### src/rtl/lifo_stack_p.sv
// Parametrised LIFO stack with registered show-ahead top, occupancy count and boundary flags.
// Build option LIFO_STICKY_ERR_EN: when defined, ovf/unf latch until reset; otherwise they pulse for one cycle.
module lifo_stack_p #(
    parameter int WIDTH      = 11,
    parameter int DEPTH_LOG2 = 7
) (
    input  logic                  clk,
    input  logic                  reset,
    input  logic                  push,
    input  logic                  pop,
    input  logic [WIDTH-1:0]      d,
    output logic [WIDTH-1:0]      top,
    output logic [DEPTH_LOG2:0]   count,
    output logic                  empty,
    output logic                  full,
    output logic                  ovf,
    output logic                  unf
);

    localparam int                 DEPTH   = 2 ** DEPTH_LOG2;
    localparam logic [DEPTH_LOG2:0] ONE_C   = (DEPTH_LOG2+1)'(1);
    localparam logic [DEPTH_LOG2:0] TWO_C   = (DEPTH_LOG2+1)'(2);
    localparam logic [DEPTH_LOG2:0] FULL_C  = (DEPTH_LOG2+1)'(DEPTH);

    logic [WIDTH-1:0]      mem [DEPTH];

    logic [WIDTH-1:0]      top_q,   top_d;
    logic [DEPTH_LOG2:0]   count_q, count_d;
    logic                  empty_q, full_q;
    logic                  ovf_q,   ovf_d;
    logic                  unf_q,   unf_d;
    logic                  ovf_ev_s, unf_ev_s;
    logic                  wr_en_s;
    logic [DEPTH_LOG2-1:0] wr_idx_s;
    logic [DEPTH_LOG2:0]   count_m1_s, count_m2_s;

    assign count_m1_s = count_q - ONE_C;
    assign count_m2_s = count_q - TWO_C;

    // Next-state decode of the push/pop request pair
    always_comb begin
        count_d  = count_q;
        top_d    = top_q;
        wr_en_s  = 1'b0;
        wr_idx_s = '0;
        ovf_ev_s = 1'b0;
        unf_ev_s = 1'b0;
        case ({push, pop})
            2'b10: begin
                if (full_q) begin
                    ovf_ev_s = 1'b1;
                end else begin
                    wr_en_s  = 1'b1;
                    wr_idx_s = count_q[DEPTH_LOG2-1:0];
                    top_d    = d;
                    count_d  = count_q + ONE_C;
                end
            end
            2'b01: begin
                if (empty_q) begin
                    unf_ev_s = 1'b1;
                end else if (count_q == ONE_C) begin
                    count_d = '0;
                    top_d   = '0;
                end else begin
                    count_d = count_m1_s;
                    top_d   = mem[count_m2_s[DEPTH_LOG2-1:0]];
                end
            end
            2'b11: begin
                // An empty stack treats push+pop as a plain push; otherwise overwrite the top entry
                wr_en_s = 1'b1;
                top_d   = d;
                if (empty_q) begin
                    wr_idx_s = '0;
                    count_d  = ONE_C;
                end else begin
                    wr_idx_s = count_m1_s[DEPTH_LOG2-1:0];
                    count_d  = count_q;
                end
            end
            default: begin
                count_d = count_q;
                top_d   = top_q;
            end
        endcase
    end

    // Error flag next-state: sticky or single-cycle pulse depending on build
    always_comb begin
`ifdef LIFO_STICKY_ERR_EN
        ovf_d = ovf_q | ovf_ev_s;
        unf_d = unf_q | unf_ev_s;
`else
        ovf_d = ovf_ev_s;
        unf_d = unf_ev_s;
`endif
    end

    // Control and output registers; flags follow the next count so they never lag it
    always_ff @(posedge clk) begin
        if (reset) begin
            count_q <= '0;
            top_q   <= '0;
            empty_q <= 1'b1;
            full_q  <= 1'b0;
            ovf_q   <= 1'b0;
            unf_q   <= 1'b0;
        end else begin
            count_q <= count_d;
            top_q   <= top_d;
            empty_q <= (count_d == '0);
            full_q  <= (count_d == FULL_C);
            ovf_q   <= ovf_d;
            unf_q   <= unf_d;
        end
    end

    // Storage array; contents survive reset, only the write is suppressed
    always_ff @(posedge clk) begin
        if (!reset && wr_en_s) begin
            mem[wr_idx_s] <= d;
        end else begin
            mem[wr_idx_s] <= mem[wr_idx_s];
        end
    end

    assign top   = top_q;
    assign count = count_q;
    assign empty = empty_q;
    assign full  = full_q;
    assign ovf   = ovf_q;
    assign unf   = unf_q;

endmodule

### config.mk
export PLATFORM = sky130hd
export DESIGN_NAME = lifo_stack_p
export DESIGN_NICKNAME = d
export VERILOG_FILES = /design/src/rtl/lifo_stack_p.sv
export SDC_FILE = /design/constraint.sdc
export NUM_CORES = 1
export LEC_CHECK = 0
export BUFFER_PORTS_ARGS = -buffer_cell sky130_fd_sc_hd__buf_2
export CORE_UTILIZATION = 55
export CTS_BUF_LIST = sky130_fd_sc_hd__clkbuf_4 sky130_fd_sc_hd__clkbuf_8 sky130_fd_sc_hd__clkbuf_16
export CTS_CLUSTER_DIAMETER = 30
export DETAILED_ROUTE_END_ITERATION = 16
export GPL_ROUTABILITY_DRIVEN = 0
export PLACE_DENSITY_LB_ADDON = 0.12
export SLEW_MARGIN = 20
export SYNTH_ARGS = -nofsm -noshare
export SYNTH_HDL_FRONTEND = slang
export SYNTH_SLANG_ARGS = --single-unit
### constraint.sdc
create_clock -name clk -period 6.3 [get_ports clk]
set_clock_uncertainty 0.15 [all_clocks]
set_input_delay 0.63 -clock clk [delete_from_list [all_inputs] [get_ports clk]]
set_output_delay 0.63 -clock clk [all_outputs]
set_load 0.005 [all_outputs]
==> results of run 1 <==
-- power groups by stage --
stage / Clock, mW / Sequential (mW) / Combinational (mW)
2_1_floorplan: 0 / 10.7 / 1.74
3_3_place_gp: 0 / 10.8 / 2.63
6_report: 12.8 / 10.6 / 2.68
5_1_grt: 13.3 / 10.6 / 2.82
4_1_cts: 12.9 / 10.6 / 2.66
3_5_place_dp: 0 / 10.8 / 2.65
-- synthesized netlist by cell type, drive strengths merged (4+ instances only) --
library cell	instances
edfxtp	1408
mux4	318
nand2	277
nor2	191
buf	108
mux2i	87
a21oi	59
clkbuf	57
nand3	43
o22ai	27
o21ai	25
dfxtp	23
a22oi	22
mux2	22
nand4	21
nor3	20
a31oi	17
a2111oi	13
a311oi	12
a32oi	12
a41oi	12
a21o	11
a32o	10
inv	8
ha	7
nor2b	6
and2	5
nand2b	5
nor3b	5
o21a	5
xnor2	5
a211oi	4
and3	4
-- area by class of cell --
cell class	count	area, um^2
sequential	1431	42700
fill	6641	34400
multi-input combinational	1274	12700
clock buffer	249	6060
clock inverter	196	2090
tap	1357	1700
timing repair buffer	140	1030
inverter	8	30.0
antenna	1	2.50
-- flip-flops by register name, summed over array words and instances (netlist names) --
register	cells
count	8
empty	1
full	1
mem	1408
ovf	1
top	11
unf	1
-- logic make-up (layout without fill, tap and decap cells) --
group,Yosys count,in the layout,synth area share [%]
other,0,1,0
xor gates and xnor gates,7,7,0.109
muxes,427,427,14.7
and+or+nand+nor,590,590,4.40
adders and majority gates,7,7,0.156
AOI/OAI and AO/OA,243,243,2.98
DFF,1431,1431,76.0
buffers and inverters,173,593,1.64
-- path summary, 6_finish.rpt --
check	from	to	slack (ps)	cells after the start
max	count[1]$_SDFF_PP0_	mem[82][6]$_DFFE_PP_	1500	8
min	d[7]	mem[89][7]$_DFFE_PP_	190	1
min reg2reg	top[3]$_SDFFE_PP0P_	top[3]$_SDFFE_PP0P_	360	2
max reg2reg	count[1]$_SDFF_PP0_	mem[82][6]$_DFFE_PP_	1500	8
-- per-stage QoR --
stage | cell area [um^2] | worst slack, ps | util (%)
floorplan | 56300 | 2360 | -
global placement | 58100 | 1650 | 57.7
detailed placement | 58100 | 1480 | 57.7
CTS | 66300 | 1600 | 65.8
global route | 66300 | 1390 | 65.8
finish | 66300 | 1500 | 65.8
-- layer usage --
| metal | up-vias | GRT usage, % |
|---|---|---|
| met4 | 4 | 10.4 |
| met1 | 15448 | 41.3 |
| met3 | 284 | 6.60 |
| met2 | 1669 | 42.6 |
| li1 | 12273 | - |
| met5 | - | 0 |
==> flow_metrics.py, run 1 <==
metrics = {
    "timing": {
        "fmax_ghz": 0.208,
        "finalCritPeriodShare_pct": 76.2,
        "fin_setup_tns_ps": 0,
        "setup_viol": 0,
        "max-slew-margin-rel_pct": 24.4,
        "worstMarginPinSlew_ps": 1130,
        "finalHoldViolCount": 0,
        "post-route-min-period_ps": 4800,
        "rsz0062_at_grt": "false",
        "report.final.slew_viol_count": 0,
        "hold_slack_ps": 187,
    },
    "power": {
        "ir_worst_vdd_v": 0.000295,
        "p_leak_nw": 21.4,
        "pwr-share-comb_pct": 10.3,
        "swShare_pct": 25.0,
        "p_switching_mw": 6.51,
        "total_power_mw": 26.1,
        "intPower_mw": 19.6,
        "p_per_area_nw_per_um2": 393,
        "p_seq_share_pct": 40.6,
        "clockPowerShare_pct": 49.1,
    },
    "synth": {
        "yosys_warnings": 0,
        "synth.net_count": 2900,
        "yosysSeqAreaShare_pct": 76.0,
        "synth_area_per_cell_um2": 19.5,
        "synth_flop_cell": "edfxtp_1",
        "syn_area_um2": 56300,
        "syn_inst": 2878,
        "synthTopCellsByArea": "edfxtp_1, mux4_2, nand2_1, mux2i_1, nor2_1",
        "yosysTopAreaCellShare_pct": 75.2,
        "synth_edf_count": 1408,
        "synth_top_area_cell": "edfxtp_1",
        "synth.distinct_cells": 64,
        "synth-seq-cells": 1431,
        "async_reset_ff_share_pct": 0,
    },
    "route": {
        "final_antenna_net_count": 0,
        "wl_met2_um": 66300,
        "post_drt_wl_per_cell_um": 30.9,
        "wl_met3_um": 13700,
        "vias": 29678,
        "vias_per_cell": 6.37,
        "route.detailed.drc": 0,
        "drt-met1-wl_um": 59000,
        "routed.top_layer": "met5",
        "drt-initial-drc-count": 4246,
        "routed_wirelength_um": 144000,
        "first_pass_iters": 7,
    },
    "placement": {
        "dpl.hpwl_um": 86300,
        "post-place-cells": 4209,
        "io_buffers": 37,
    },
    "floorplan": {
        "die-area_um2": 104000,
        "core_um2": 101000,
        "start_util_pct": 55.8,
        "placementRows": 116,
        "die_x_um": 322,
        "num_io_pins": 38,
        "die_height_um": 322,
    },
    "critical_path": {
        "crit_path_end_kind": "flop",
        "path_class": "reg2reg",
        "slowest_stage": "nor2_1",
        "cp.arrival_ps": 5060,
        "slowest_delay_ps": 920,
        "cp.required_ps": 6560,
        "cp_top_family": "simple AND/OR/NAND/NOR gates",
        "crit_buf_inv": 1,
        "cp_cell_sequence": "inv_1 -> ha_1 -> a21boi_0 -> o22ai_1 -> o2bb2ai_1 -> nor3b_1 -> nand3_1 -> nor2_1",
        "start_kind": "flop",
        "worstPathMaxFanout": 29,
    },
    "cts": {
        "clk_pin_slew_ps": 60,
        "clock_path_buffers": 3,
        "clock-root-buffer": "clkbuf_16",
        "cts_resized": 0,
        "cts_hold_buffers": 0,
        "post-cts-setup-buffer-count": 0,
        "cts_num_sinks": 1431,
        "tritoncts": "built",
        "h-tree-depth": 4,
        "numCtsBuffers": 235,
        "clk_latency_ps": 800,
    },
    "global_routing": {
        "grt_pass1_wl_um": 210000,
        "grt_use_total_pct": 28.5,
        "antenna_found_initial": 4,
        "grt_max_degree": 129,
        "grt_pass1_vias": 30009,
        "grt_overflow_total": 0,
    },
    "finish": {
        "mostFrequentLayoutCell": "edfxtp_1",
        "mostFrequentLayoutCells": "edfxtp_1, mux4_2, nand2_1",
        "layout-drive-gt1-share_pct": 28.4,
        "fin_nets": 3112,
        "area_growth_pct": 17.9,
        "stdcell_count": 4656,
    },
    "hold_path": {
        "min_path_type": "in2reg",
    },
    "flow_run": {
        "maxCapViolCount": 0,
    },
    "run_status": {
        "status": "finished, final reports clean",
    },
}
No activity file was read; power rests on OpenSTA's default activity.
==> inputs of run 2 (changes only) <==
Clock period 6.3 ns to 4.85 ns, I/O delays scaled along.
==> run 2 against run 1 <==
  * Count of clock-buffer cells in the layout increased by 70
  * Highest routed layer unchanged
  * Hold slack got worse by 100 ps
  * Die area unchanged
  * Non-clock buffer count increased by 46
  * Largest cell class unchanged
==> flow_metrics.py, run 2 (synthesis results as in run 1) <==
metrics = {
    "power": {
        "ir_worst_vdd_v": 0.000394,
        "p_leak_nw": 22.2,
        "total_power_mw": 36.2,
        "p_per_area_nw_per_um2": 534,
    },
    "timing": {
        "setup_viol": 0,
        "fmax_ghz": 0.237,
        "rsz0062_at_grt": "false",
        "finalHoldViolCount": 0,
        "report.final.slew_viol_count": 0,
        "worstMarginPinSlew_ps": 1170,
        "post-route-min-period_ps": 4220,
        "max-slew-margin-rel_pct": 21.8,
        "fin_setup_tns_ps": 0,
        "finalCritPeriodShare_pct": 87.1,
    },
    "cts": {
        "clk_pin_slew_ps": 50,
        "cts_resized": 0,
        "tritoncts": "built",
        "clk_latency_ps": 850,
        "clock-root-buffer": "clkbuf_16",
        "h-tree-depth": 5,
        "cts_num_sinks": 1431,
        "numCtsBuffers": 278,
        "clock_path_buffers": 4,
    },
    "global_routing": {
        "grt_pass1_vias": 30542,
        "antenna_found_initial": 3,
        "grt_max_degree": 144,
        "grt_overflow_total": 0,
        "grt_use_total_pct": 27.8,
        "grt_pass1_wl_um": 206000,
    },
    "hold_path": {
        "min_path_type": "in2reg",
    },
    "floorplan": {
        "placementRows": 116,
        "num_io_pins": 38,
        "core_um2": 101000,
        "die_x_um": 322,
        "die_height_um": 322,
        "die-area_um2": 104000,
        "start_util_pct": 55.8,
    },
    "finish": {
        "mostFrequentLayoutCells": "edfxtp_1, mux4_2, clkbuf_16",
        "layout-drive-gt1-share_pct": 29.5,
        "area_growth_pct": 20.6,
        "fill_cells": 6456,
        "regMostFlops": "mem",
        "largest_reg_flops": 1408,
        "final_core_util_pct": 67.4,
        "fin_nets": 3201,
        "stdcell_count": 4737,
        "mostFrequentLayoutCell": "edfxtp_1",
    },
    "route": {
        "route.detailed.drc": 0,
        "vias": 29932,
        "routed_wirelength_um": 141000,
        "vias_per_cell": 6.32,
        "drt-initial-drc-count": 3701,
        "final_antenna_net_count": 0,
        "first_pass_iters": 8,
        "post_drt_wl_per_cell_um": 29.7,
    },
    "run_status": {
        "status": "finished, final reports clean",
    },
    "critical_path": {
        "start_kind": "flop",
        "cp.arrival_ps": 4520,
        "worstPathMaxFanout": 13,
        "cp.required_ps": 5150,
        "path_class": "reg2reg",
        "crit_path_end_kind": "flop",
    },
    "placement": {
        "dpl.hpwl_um": 83100,
        "io_buffers": 37,
        "post-place-cells": 4252,
    },
    "flow_run": {
        "maxCapViolCount": 0,
    },
}
==> run 2: changes by cell type in the layout (fill, tap and decap cells not counted), moves of 12 or more <==
| cell | delta |
|---|---|
| clkbuf_16 | +45 |
| buf_4 | +45 |
| clkbuf_4 | +24 |
| inv_6 | -20 |
| clkinv_1 | +12 |
| clkinv_4 | -20 |
| bufinv_16 | +16 |
==> run 2: layout make-up <==
type                       instances  area [um^2]  area share (%)
clock inverter                   159         1960            2.89
timing repair buffer             186         1390            2.05
sequential                      1431        42700            63.0
multi-input combinational       1274        12600            18.6
antenna                            3         7.51          0.0111
clock buffer                     319         7380            10.9
inverter                           8         30.0          0.0442
tap                             1357         1700            2.50
==> run 2: routing by layer <==
metal / vias up / global-route usage, % / part of all wire (%)
li1: 12420 / - / -
met1: 15620 / 39.6 / 40
met2: 1589 / 42.0 / 47
met3: 301 / 6.21 / 9.2
met4: 2 / 11.8 / 3.7
met5: - / 0 / 0.0099
==> run 2: worst paths after layout <==
path / slack, ps / startpoint / depth (start not counted) / end
setup / recovery: 630 / count[2]$_SDFF_PP0_ / 11 / mem[98][4]$_DFFE_PP_
hold / removal: 80 / d[3] / 1 / mem[68][3]$_DFFE_PP_
setup reg to reg: 630 / count[2]$_SDFF_PP0_ / 11 / mem[98][4]$_DFFE_PP_
hold reg to reg: 440 / top[8]$_SDFFE_PP0P_ / 2 / top[8]$_SDFFE_PP0P_
==> run 2: where the power goes <==
part / switching [mW] / total (mW) / internal (mW)
combinational: 2.21 / 3.50 / 1.29
sequential: 0.0687 / 13.7 / 13.7
clock: 6.01 / 19.0 / 13.0
total: 8.29 / 36.2 / 27.9
==> run 2: stage by stage <==
step / hold slack (ps) / worst slack, ps / instance area (um^2)
2_1_floorplan: 342 / 911 / 56300
3_3_place_gp: 423 / 709 / 58400
3_5_place_dp: 432 / 593 / 58400
4_1_cts: 45.9 / 596 / 67800
5_1_grt: 70.1 / 305 / 67900
6_report: 82.7 / 627 / 67900
==> run 2: timing repair <==
action	in CTS	in global routing
hold buffers	2	0
hold endpoints to repair	14	0
endpoints found under the setup margin	0	0
buffers inserted	0	0
==> run 2: worst max-delay path, cell delays in order (launching register included) <==
cell and delay, ps:
dfxtp_1 480, inv_1 210, ha_1 390, nor3b_2 360
nand2_1 160, nor3_1 220, o21ai_0 120, buf_4 180
nor2b_1 190, buf_4 160, nand2_1 330, nor2_1 870
